<file path="src/rtl/gcd_sweep_driver_pkg.sv">
// Shared definitions for the GCD sweep driver, its reference engine and the self-test wrapper.
package gcd_sweep_driver_pkg;

    localparam int unsigned DefUsize   = 6;
    localparam int unsigned DefVsize   = 5;
    localparam int unsigned DefTimeout = 32;

    typedef enum logic [2:0] {
        StIdle    = 3'd0,
        StIssue   = 3'd1,
        StWait    = 3'd2,
        StCompare = 3'd3,
        StNext    = 3'd4,
        StDone    = 3'd5
    } state_t;

endpackage

</file>
<file path="src/rtl/gcd_sweep_driver_ref_euclid.sv">
// Reference GCD by repeated subtraction; one subtraction per cycle, done is a one-cycle pulse.
module gcd_ref_euclid
    import gcd_sweep_driver_pkg::*;
#(
    parameter int unsigned USIZE = DefUsize
) (
    input  logic             clk,
    input  logic             rst,
    input  logic             start,
    input  logic [USIZE-1:0] a,
    input  logic [USIZE-1:0] b,
    output logic             done,
    output logic [USIZE-1:0] result
);

    logic [USIZE-1:0] a_q;
    logic [USIZE-1:0] b_q;
    logic             busy_q;

    // Load on start (restarting if already busy), then subtract until the operands agree.
    always_ff @(posedge clk or posedge rst) begin
        if (rst) begin
            a_q    <= '0;
            b_q    <= '0;
            busy_q <= 1'b0;
            done   <= 1'b0;
            result <= '0;
        end else begin
            done <= 1'b0;
            if (start) begin
                a_q    <= a;
                b_q    <= b;
                busy_q <= 1'b1;
            end else if (busy_q) begin
                if (a_q == '0) begin
                    result <= b_q;
                    done   <= 1'b1;
                    busy_q <= 1'b0;
                end else if ((b_q == '0) || (a_q == b_q)) begin
                    result <= a_q;
                    done   <= 1'b1;
                    busy_q <= 1'b0;
                end else if (a_q > b_q) begin
                    a_q <= a_q - b_q;
                end else begin
                    b_q <= b_q - a_q;
                end
            end
        end
    end

endmodule

</file>
<file path="src/rtl/gcd_sweep_driver.sv">
// Sweeps all (u,v) pairs through an external GCD core and checks each result against a
// subtraction-Euclid reference, counting passes and failures.
module gcd_sweep_driver
    import gcd_sweep_driver_pkg::*;
#(
    parameter int unsigned USIZE   = DefUsize,
    parameter int unsigned VSIZE   = DefVsize,
    parameter int unsigned TIMEOUT = DefTimeout
) (
    input  logic                   clk,
    input  logic                   rst,
    input  logic                   run,
    output logic                   core_start,
    output logic [USIZE-1:0]       core_u,
    output logic [VSIZE-1:0]       core_v,
    input  logic                   core_done,
    input  logic [USIZE-1:0]       core_gcd,
    output logic                   busy,
    output logic                   finished,
    output logic [USIZE+VSIZE:0]   pass_cnt,
    output logic [USIZE+VSIZE:0]   fail_cnt,
    output logic                   err_valid,
    output logic [USIZE-1:0]       err_u,
    output logic [VSIZE-1:0]       err_v,
    output logic [USIZE-1:0]       err_gcd
);

    localparam int unsigned TW = $clog2(TIMEOUT + 1);

    state_t           state;
    logic [TW-1:0]    tmo_cnt;
    logic             core_have;
    logic [USIZE-1:0] core_res;
    logic             ref_have;
    logic [USIZE-1:0] ref_res;
    logic             ref_done;
    logic [USIZE-1:0] ref_result;

    logic             core_now;
    logic             ref_now;
    logic [USIZE-1:0] core_val;
    logic [USIZE-1:0] ref_val;
    logic             timeout_now;
    logic             fail_now;

    // The reference is started by the same registered pulse that starts the core.
    gcd_ref_euclid #(
        .USIZE (USIZE)
    ) u_ref (
        .clk    (clk),
        .rst    (rst),
        .start  (core_start),
        .a      (core_u),
        .b      (USIZE'(core_v)),
        .done   (ref_done),
        .result (ref_result)
    );

    // Results either already captured or arriving this cycle; lets WAIT exit without a bubble.
    always_comb begin
        core_now    = core_have | core_done;
        ref_now     = ref_have | ref_done;
        core_val    = core_have ? core_res : core_gcd;
        ref_val     = ref_have ? ref_res : ref_result;
        timeout_now = !core_now && (tmo_cnt == TW'(TIMEOUT - 1));
        fail_now    = timeout_now || (core_val != ref_val);
    end

    // Sweep FSM with registered outputs.
    always_ff @(posedge clk or posedge rst) begin
        if (rst) begin
            state      <= StIdle;
            tmo_cnt    <= '0;
            core_have  <= 1'b0;
            core_res   <= '0;
            ref_have   <= 1'b0;
            ref_res    <= '0;
            core_start <= 1'b0;
            core_u     <= '0;
            core_v     <= '0;
            busy       <= 1'b0;
            finished   <= 1'b0;
            pass_cnt   <= '0;
            fail_cnt   <= '0;
            err_valid  <= 1'b0;
            err_u      <= '0;
            err_v      <= '0;
            err_gcd    <= '0;
        end else begin
            unique case (state)
                StIdle: begin
                    if (run) begin
                        pass_cnt   <= '0;
                        fail_cnt   <= '0;
                        core_u     <= '0;
                        core_v     <= '0;
                        tmo_cnt    <= '0;
                        core_start <= 1'b1;
                        busy       <= 1'b1;
                        state      <= StIssue;
                    end
                end
                StIssue: begin
                    // core_done here is deliberately not looked at.
                    core_start <= 1'b0;
                    core_have  <= 1'b0;
                    ref_have   <= 1'b0;
                    tmo_cnt    <= tmo_cnt + 1'b1;
                    state      <= StWait;
                end
                StWait: begin
                    if (core_done && !core_have) begin
                        core_have <= 1'b1;
                        core_res  <= core_gcd;
                    end
                    if (ref_done && !ref_have) begin
                        ref_have <= 1'b1;
                        ref_res  <= ref_result;
                    end
                    if (!core_now) begin
                        tmo_cnt <= tmo_cnt + 1'b1;
                    end
                    // Verdict is registered on entry so COMPARE shows counts and err_valid.
                    if ((core_now && ref_now) || timeout_now) begin
                        state <= StCompare;
                        if (fail_now) begin
                            if (fail_cnt != '1) begin
                                fail_cnt <= fail_cnt + 1'b1;
                            end
                            err_valid <= 1'b1;
                            err_u     <= core_u;
                            err_v     <= core_v;
                            err_gcd   <= timeout_now ? '0 : core_val;
                        end else if (pass_cnt != '1) begin
                            pass_cnt <= pass_cnt + 1'b1;
                        end
                    end
                end
                StCompare: begin
                    err_valid <= 1'b0;
                    state     <= StNext;
                end
                StNext: begin
                    if ((core_u == '1) && (core_v == '1)) begin
                        busy     <= 1'b0;
                        finished <= 1'b1;
                        state    <= StDone;
                    end else begin
                        core_v <= core_v + 1'b1;
                        if (core_v == '1) begin
                            core_u <= core_u + 1'b1;
                        end
                        tmo_cnt    <= '0;
                        core_start <= 1'b1;
                        state      <= StIssue;
                    end
                end
                StDone: begin
                    if (!run) begin
                        finished <= 1'b0;
                        state    <= StIdle;
                    end
                end
                default: state <= StIdle;
            endcase
        end
    end

endmodule

</file>
<file path="config.mk">
export PLATFORM = sky130hd
export DESIGN_NAME = gcd_sweep_driver
export DESIGN_NICKNAME = d
export VERILOG_FILES = /design/src/rtl/gcd_sweep_driver_pkg.sv /design/src/rtl/gcd_sweep_driver_ref_euclid.sv /design/src/rtl/gcd_sweep_driver.sv
export SDC_FILE = /design/constraint.sdc
export NUM_CORES = 1
export LEC_CHECK = 0
export ABC_AREA = 0
export BUFFER_PORTS_ARGS = -buffer_cell sky130_fd_sc_hd__buf_4
export CELL_PAD_IN_SITES_DETAIL_PLACEMENT = 2
export CELL_PAD_IN_SITES_GLOBAL_PLACEMENT = 2
export CORE_AREA = 4 4 179 112
export CTS_BUF_LIST = sky130_fd_sc_hd__clkbuf_8
export CTS_CLUSTER_DIAMETER = 80
export CTS_CLUSTER_SIZE = 12
export DETAILED_ROUTE_END_ITERATION = 8
export DIE_AREA = 0 0 183 116
export PLACE_DENSITY_LB_ADDON = 0.1
export SYNTH_ARGS = -nofsm -noshare
export SYNTH_HDL_FRONTEND = slang
export SYNTH_SLANG_ARGS = --single-unit
</file>
<file path="constraint.sdc">
create_clock -name clk -period 8.7 [get_ports clk]
set_clock_uncertainty 0.15 [all_clocks]
set_input_delay 1.74 -clock clk [delete_from_list [all_inputs] [get_ports clk]]
set_output_delay 1.74 -clock clk [all_outputs]
set_load 0.02 [all_outputs]
</file>
==> metrics.txt, run 1 <==
status=finished, final reports clean; initial core utilization=29.33%; top_reg_cell synth=dfrtp_1; adder-cell share of the synthesized area=under 10%; met3 usage=under 10%; cts hold-fix bufs=0; CTS buffer count=9; combinational share of power=45.7%; Rel. slew slack=a little under half; worst-path fanout max=15; P per Cell Area=roughly 300 mW/mm^2; Yosys reg bits=a little under 100; antenna cell count=0; Hold Fails Final Rpt=0; Placed Instances=between 800 and 900; post-synthesis cell count=between 500 and 600; net count after synthesis=582; area share of the largest cell type after synthesis=~46%; CTS Buffer Depth=2; most instantiated cells after synthesis=dfrtp_1 (99), nand2_1 (49), nor2_1 (39), o21ai_0 (35), inv_1 (30); fmax=about 260 MHz; Post-DP Area=roughly 0.0062 mm^2; pin count of the biggest net entering global routing=54; total die area=roughly 0.021 mm^2; top post-synthesis cells by area=dfrtp_1 (46%), mux2i_1 (5.3%), mux2_2 (5.2%); CTS tree=built; post-synthesis simple-gate area fraction=around 16%; GR Util All Layers=between 10% and 20%; met1 usage=26.69%; Post-Synth XOR/XNOR Area=under 10%; layout overhead on the synthesized area=17.07%; first-pass GRT wire length=between 20,000 and 30,000 um; endpoints failing setup=0; setup bufs post-CTS=0; Yosys cell types=62; RSZ-0062 raised after global routing=no; fin crit share=~44%; compound-cell area share of the yosys netlist=approximately 16%; area leader, netlist=dfrtp_1; count leader, synth=dfrtp_1; final worst setup slack=4.853 ns; hpwl dp=12,970 um; ys async rst share=100.0%; Routability Congestion=~0.79; Post-synth EDFFs=0; Post-Syn Area=around 0.0054 mm^2; switch share=roughly 44%; layer with the highest usage=met1; largest family of logic cells by synthesized area=simple AND/OR/NAND/NOR gates; final wirelength=around 17,000 um; Setup CP Type=primary input to flip-flop; nets=637; final instance area=about 0.0064 mm^2; clock transition at the registers of the reported paths=around 0.10 ns; drt pass-1 iters=4; mean post-synth cell area=between 9 and 10 um^2; site row count=39; Placement Setup Slack=around 4.4 ns; final std cells w/o fill=~860; Clock Power Share=between 10% and 20%; total core area=between 0.015 and 0.02 mm^2; worst vdd ir=around 0.000099 V; vias=approximately 4.5k; setup TNS=0 ns; Slew Viols, Final=0; H-tree levels=3; arrival time worst endpoint=a little under 4 ns; HP Class=flip-flop to flip-flop; drt initial violations=roughly 180; global route total overflow=0; share of cells above drive strength 1=roughly 20%; met2 usage=between 20% and 30%; Flop pwr share=~37%; Critical Path RT=8.82 ns; Int Power=around 0.0011 W; CTS resizes=0; Post-Route Utilization=about 34%; Via-to-Cell Ratio=around 5.2; fraction of synthesized area in multiplexers=10.52%; CP endpoint kind=flip-flop; clock root cell=clkbuf_8; Skew-Pair Late Insertion Delay=about 0.38 ns; antenna-violating nets left=0; Synth warnings=0; Tmin final=3.847 ns; # DRC=0; io pins=66; WL/cell=20.04 um; Clock Sinks=99; LEAKAGE=about 2.8 nW; IO buf count=65; die outline width=about 180 um; max_cap viols=0; Seq/Total Area, Yosys=around 46%; actual slew at the worst max-slew pin=0.7790 ns; Switch Pwr=around 0.00085 W; vias in the first global route=4,808; initial antenna violation count=0; critical path launch point type=primary input; die height=about 120 um
cell usage in the layout, fill, tap and decap left out, types with 3 or more instances in the layout:
master / netlist / final
buf_4: 3 / 70
mux2i_1: 29 / 29
inv_1: 30 / 30
nand4_1: 10 / 10
nor3_1: 10 / 9
and3_1: 10 / 10
or3_1: 3 / 3
dfrtp_1: 99 / 99
nand2_1: 49 / 49
nand3_1: 23 / 23
a21oi_1: 29 / 29
a22o_1: 4 / 4
o31ai_1: 18 / 18
o211ai_1: 4 / 4
xnor2_1: 8 / 8
mux2_2: 25 / 25
o22ai_1: 4 / 4
nand2b_1: 9 / 9
xor2_1: 9 / 9
ha_1: 17 / 17
o21ai_0: 35 / 35
a31oi_1: 7 / 7
o311ai_0: 10 / 10
clkbuf_8: 0 / 12
a31o_2: 3 / 3
nor2_1: 39 / 39
power by group through the flow:
stage | Clock (W) | Combinational (W) | Sequential, W
3_3_place_gp | 0 | 0.000850 | 0.000718
4_1_cts | 0.000340 | 0.000886 | 0.000715
2_1_floorplan | 0 | 0.000617 | 0.000689
5_1_grt | 0.000363 | 0.000978 | 0.000737
6_report | 0.000324 | 0.000873 | 0.000713
3_5_place_dp | 0 | 0.000883 | 0.000721
logic make-up (layout without fill, tap and decap cells):
family                   after synthesis  in the layout
XOR/XNOR                              17             17
AND/OR/NAND/NOR                      176            176
buffers and inverters                 56            116
adder cells (fa/ha/maj)               19             19
multiplexers                          54             54
flip-flops                            99             99
AO/OA/AOI/OAI                        132            132
metrics by stage:
step           power (W)  hold WS (ns)
4_1_cts         0.001941        0.3700
5_1_grt         0.002079        0.3806
3_3_place_gp    0.001567        0.3289
6_report        0.001910        0.3636
2_1_floorplan   0.001306        0.3195
3_5_place_dp    0.001604        0.3477
sequential cells by signal, summed over array words and instances, names as in the netlist:
name,flops
u_ref.busy_q,1
state,3
tmo_cnt,6
ref_res,6
core_v,5
ref_have,1
u_ref.result,6
fail_cnt,12
finished,1
u_ref.b_q,6
err_u,6
core_have,1
busy,1
pass_cnt,12
u_ref.done,1
core_start,1
u_ref.a_q,6
err_valid,1
err_v,5
core_u,6
err_gcd,6
core_res,6
final timing paths:
check                      startpoint           to  slack (ns)  cells past startpoint
max in group asynchronous         rst  pass_cnt[7]        5.90                      3
min reg2reg                  err_u[1]     err_u[1]        0.36                      2
max reg2reg                 core_have  pass_cnt[0]        5.66                      6
min in group asynchronous         rst  pass_cnt[1]        1.28                      2
max                         core_done  pass_cnt[0]        4.85                      7
min                          err_u[1]     err_u[1]        0.36                      2
per-layer routing:
metal	wire, um	part of all wire, %
met5	0	0
met4	159	0.92
met3	611	3.5
met2	6914	40
met1	9528	55
worst max-delay path, cell delays in order:
cell	delay, ns
buf_4	0.12
or2_1	0.26
o41a_1	0.49
a41o_1	0.29
nor3_4	0.53
o21ai_0	0.22
mux2_2	0.31
layout make-up:
type / instances / area, um^2
tap: 246 / 307.8
timing repair buffer: 70 / 525.5
inverter: 30 / 115.1
multi-input combinational: 398 / 2726
clock buffer: 12 / 165.2
clock inverter: 4 / 48.80
fill: 2056 / 12180
sequential: 99 / 2477
Power figures use the tool's default switching activity.
==> inputs of run 2 (changes only) <==
clock period = 3.6 ns   (was 8.7 ns; I/O delays follow)
==> metrics.txt, run 2 (synthesis results as in run 1) <==
layout overhead on the synthesized area=17.76%; fin crit share=approximately 84%; pin count of the biggest net entering global routing=46 (-15%); H-tree levels=3 (unchanged); nets=643 (+0.94%); met3 usage=3.294% (-0.13 points); initial core utilization=29.33% (unchanged); met2 usage=23.49% (+0.37 points); layer with the highest usage=met1; initial antenna violation count=0 (unchanged); status=finished, final reports clean; global route total overflow=0 (unchanged); Via-to-Cell Ratio=5.251 (+0.21%); CTS buffer count=9 (unchanged); Setup CP Type=flip-flop to flip-flop; hpwl dp=13,040 um (+0.53%); crit-path max cell delay=0.46 ns (-0.07 ns); io pins=66 (unchanged); RSZ-0062 raised after global routing=no; site row count=39 (unchanged); endpoints failing setup=0 (unchanged); first-pass GRT wire length=27,700 um (-0.62%); worst-path fanout max=8 (-7); Slew Viols, Final=0 (unchanged); Fillers=2,037 (-0.92%); top flop regs=fail_cnt (12), pass_cnt (12); worst vdd ir=0.0002423 V (+140%); drt pass-1 iters=4 (unchanged); final wirelength=17,160 um (-0.31%); antenna cell count=0 (unchanged); fmax=330.4 MHz; drt initial violations=211 (+19%); Post-Route Utilization=34.53% (+0.20 points); Critical Path RT=3.76 ns (-5.06 ns); vias=4,542 (+0.91%); antenna-violating nets left=0 (unchanged); final worst setup slack=0.5735 ns (-4.279 ns); critical path launch point type=flip-flop; critical path's slowest cell=dfrtp_1; Rel. slew slack=49.82% (+2.0 points); share of cells above drive strength 1=21.16% (+0.93 points); Tmin final=slightly above 3 ns; most used cell, CP=inv_1; arrival time worst endpoint=3.18 ns (-0.79 ns); Hold Fails Final Rpt=0 (unchanged); worst path cell trace=inv_1, ha_1, inv_1, fa_1, a21oi_1, o21bai_1, a211oi_1, o21ba_2, mux2_2, o21ai_0; CTS tree=built; most frequent cells in the layout=dfrtp_1 (99), buf_4 (76), nand2_1 (49), nor2_1 (39), o21ai_0 (35); setup bufs post-CTS=0 (unchanged); HP Class=primary input to asynchronous set/reset pin; met1 usage=26.14% (-0.55 points); WL/cell=19.84 um (-1.0%); vias in the first global route=4,840 (+0.67%); GR Util All Layers=16.58% (-0.22 points); Placement Setup Slack=0.4723 ns (-3.965 ns); actual slew at the worst max-slew pin=0.7460 ns (-0.03292 ns); IO buf count=65 (unchanged); total die area=0.02123 mm^2 (unchanged); cts hold-fix bufs=0 (unchanged); # DRC=0 (unchanged); Clock Sinks=99 (unchanged); max_cap viols=0 (unchanged); die height=116 um (unchanged); clock root cell=clkbuf_8; CTS resizes=0 (unchanged); CP endpoint kind=flip-flop; LEAKAGE=2.850 nW (+0.81%); total core area=0.01854 mm^2 (unchanged); clock transition at the registers of the reported paths=0.11 ns (about the same); Routability Congestion=0.7649 (-2.9%); Skew-Pair Late Insertion Delay=0.39 ns (about the same); CTS Buffer Depth=2 (unchanged); setup TNS=0 ns (unchanged); most common cell after layout, fill and taps aside=dfrtp_1; die outline width=183 um (unchanged); P per Cell Area=722.4 mW/mm^2 (+140%)
## run 2: changes by cell type in the layout (fill, tap and decap cells not counted), sizes merged
| cell | change |
|---|---|
| buf | +6 |
| clkbuf | -3 |
| clkinv | +1 |
| inv | +2 |
## run 2: through the flow
step           cells  hold WS, ns  power (W)  instance area [um^2]
6_report         865       0.2458   0.004626                  6404
5_1_grt          865       0.2759   0.005025                  6404
4_1_cts          865       0.2649   0.004706                  6404
3_5_place_dp     849       0.3471   0.003892                  6197
3_3_place_gp     849       0.3376   0.003810                  6197
2_1_floorplan    553       0.3195   0.003157                  5438
## run 2: cell type report
type	count	area, um^2	share of cell area [%]
Sequential cell	99	2477	38.69
Clock inverter	7	82.58	1.290
Multi-Input combinational cell	398	2726	42.58
Clock buffer	9	123.9	1.934
Timing Repair Buffer	76	570.5	8.910
Inverter	30	115.1	1.798
Tap cell	246	307.8	4.807
## run 2: worst max-delay path, delay by kind of cell, from the launching register on
family / cells / cell delay, ns
compound gates: 5 / 1.24
fa+ha+maj: 2 / 0.59
flops: 1 / 0.46
mux: 1 / 0.36
buf+inv: 2 / 0.13
## run 2: final timing paths
kind | end | slack [ns] | cells past startpoint | start
worst min register to register | err_u[1] | 0.36 | 2 | err_u[1]
max in group asynchronous | err_v[3] | 2.30 | 3 | rst
worst min-delay path | tmo_cnt[1] | 0.25 | 2 | rst
worst max-delay path | u_ref.b_q[1] | 0.57 | 10 | u_ref.a_q[0]
min in group clk | err_u[1] | 0.36 | 2 | err_u[1]
worst max register to register | u_ref.b_q[1] | 0.57 | 10 | u_ref.a_q[0]
## run 2: report_power, final
group	internal, W	switching [W]
Combinational	0.000831	0.00130
Sequential	0.00137	0.000329
Clock	0.000333	0.000454
Total	0.00254	0.00209
## run 2: layer usage
layer	part of all wire, %	vias up	routed length [um]
li1	-	2121	-
met2	41	59	7074
met3	3.1	11	538
met1	55	2351	9422
met5	0	-	0
met4	0.72	0	124
==> inputs of run 3 (changes only) <==
clock period = 2.8 ns   (was 3.6 ns; I/O delays follow)
==> metrics.txt, run 3 (synthesis results as in run 1) <==
fmax=372.6 MHz (+13%); status=finished, final reports clean; H-tree levels=3 (unchanged); Tmin final=2.684 ns (-0.3425 ns); nets=670 (+4.2%); final wirelength=17,910 um (+4.4%); Via-to-Cell Ratio=5.280 (+0.56%); RSZ-0062 raised after global routing=no; most frequent cells in the layout=buf_4 (102), dfrtp_1 (96), nand2_1 (48), nor2_1 (39), o21ai_0 (35); drt pass-1 iters=6 (+2); clock transition at the registers of the reported paths=0.11 ns (about the same); Int Power=0.003430 W (+35%); # DRC=0 (unchanged); Hold Fails Final Rpt=0 (unchanged); worst vdd ir=0.0002827 V (+17%); LEAKAGE=2.997 nW (+5.2%); Clock Sinks=99 (unchanged); drt initial violations=270 (+28%); P per Cell Area=938.5 mW/mm^2 (+30%); GR Util All Layers=17.57% (+0.99 points); top flop regs=fail_cnt (12), pass_cnt (12); HP Class=primary input to asynchronous set/reset pin; most common cell after layout, fill and taps aside=buf_4; endpoints failing setup=0 (unchanged); max_cap viols=0 (unchanged); Switch Pwr=0.002816 W (+35%); share of cells above drive strength 1=26.01% (+4.8 points); Rel. slew slack=59.75% (+9.9 points); Slew Viols, Final=0 (unchanged); Skew-Pair Late Insertion Delay=0.39 ns (about the same); setup TNS=0 ns (unchanged); CTS tree=built; CTS buffer count=9 (unchanged); CTS Buffer Depth=2 (unchanged); total core area=0.01854 mm^2 (unchanged); Critical Path RT=2.94 ns (-0.82 ns); die outline width=183 um (unchanged); antenna-violating nets left=0 (unchanged); combinational share of power=48.9% (+2.7 points); clock root cell=clkbuf_8; first-pass GRT wire length=29,290 um (+5.8%); Hold Slack=0.1449 ns (-0.1010 ns); pin count of the biggest net entering global routing=100 (+120%); Routability Congestion=0.8091 (+5.8%); antenna cell count=0 (unchanged); worst-path fanout max=11 (+3); vias=4,710 (+3.7%); WL/cell=20.08 um (+1.2%); IO buf count=65 (unchanged); initial core utilization=29.33% (unchanged); hpwl dp=13,620 um (+4.5%); fin crit share=95.86% (+12 points); switch share=45.08% (-0.049 points); critical path launch point type=flip-flop; io pins=66 (unchanged); CP endpoint kind=flip-flop; die height=116 um (unchanged); actual slew at the worst max-slew pin=0.5997 ns (-0.1464 ns); initial antenna violation count=0 (unchanged); Post-Route Utilization=35.89% (+1.4 points); total power=0.006246 W (+35%); arrival time worst endpoint=2.83 ns (-0.35 ns); Flop pwr share=34.9% (-1.9 points); Setup CP Type=flip-flop to flip-flop; vias in the first global route=5,135 (+6.1%); global route total overflow=0 (unchanged); site row count=39 (unchanged); total die area=0.02123 mm^2 (unchanged); Clock Power Share=16.3% (-0.7 points); layout overhead on the synthesized area=22.39%
==> run 3: layer usage <==
metal | global-route usage, % | part of all wire, % | up-vias | wire [um]
met5 | 0 | 0 | - | 0
met4 | 3.274 | 0.69 | 0 | 124
met3 | 3.137 | 3.1 | 12 | 564
met2 | 26.78 | 43 | 59 | 7712
met1 | 26.39 | 53 | 2469 | 9508
li1 | - | - | 2170 | -
==> run 3: power by group through the flow <==
stage / Sequential (W) / Combinational, W / Clock [W]
floorplan: 0.00214 / 0.00192 / 0
global route: 0.00224 / 0.00341 / 0.00112
CTS: 0.00218 / 0.00304 / 0.00106
detailed placement: 0.00220 / 0.00299 / 0
finish: 0.00218 / 0.00305 / 0.00102
global placement: 0.00217 / 0.00290 / 0
==> run 3: cell type report <==
class,instances,area [um^2]
fill,2083,11890
multi-input combinational,398,2756
sequential,99,2481
timing repair buffer,103,785.8
tap,246,307.8
clock buffer,9,123.9
inverter,30,116.4
clock inverter,7,83.83
==> run 3: path summary, 6_finish.rpt <==
| check | from | to | slack, ns | cells after the start |
|---|---|---|---|---|
| max | core_have | pass_cnt[9] | 0.12 | 7 |
| min | rst | pass_cnt[3] | 0.14 | 3 |
| max reg2reg | core_have | pass_cnt[9] | 0.12 | 7 |
| min reg2reg | err_u[1] | err_u[1] | 0.36 | 2 |
| max in group asynchronous | rst | ref_res[3] | 1.87 | 3 |
| min in group clk | core_gcd[5] | core_res[5] | 0.27 | 2 |
==> run 3: worst max-delay path, cell delays in order (launching register included) <==
cell	delay (ns)
dfrtp_2	0.54
mux2i_1	0.41
xnor2_1	0.19
nand4_1	0.22
buf_4	0.22
or2_4	0.27
or3_1	0.37
a31o_1	0.22
==> run 3: repair_timing <==
action | in CTS | in global routing
pin swaps | 0 | 3
setup endpoints to repair | 3 | 20
hold buffers | 0 | 0
setup buffers | 0 | 2
gates resized for setup | 3 | 9
==> run 3: through the flow <==
stage	setup slack (ns)	cell area [um^2]	cells
final	0.1160	6655	892
after global routing	0.01334	6655	892
after CTS	0.01961	6619	890
after detailed placement	-0.01032	6399	874
after global placement	0.05692	6399	874
after floorplan	0.1946	5441	553
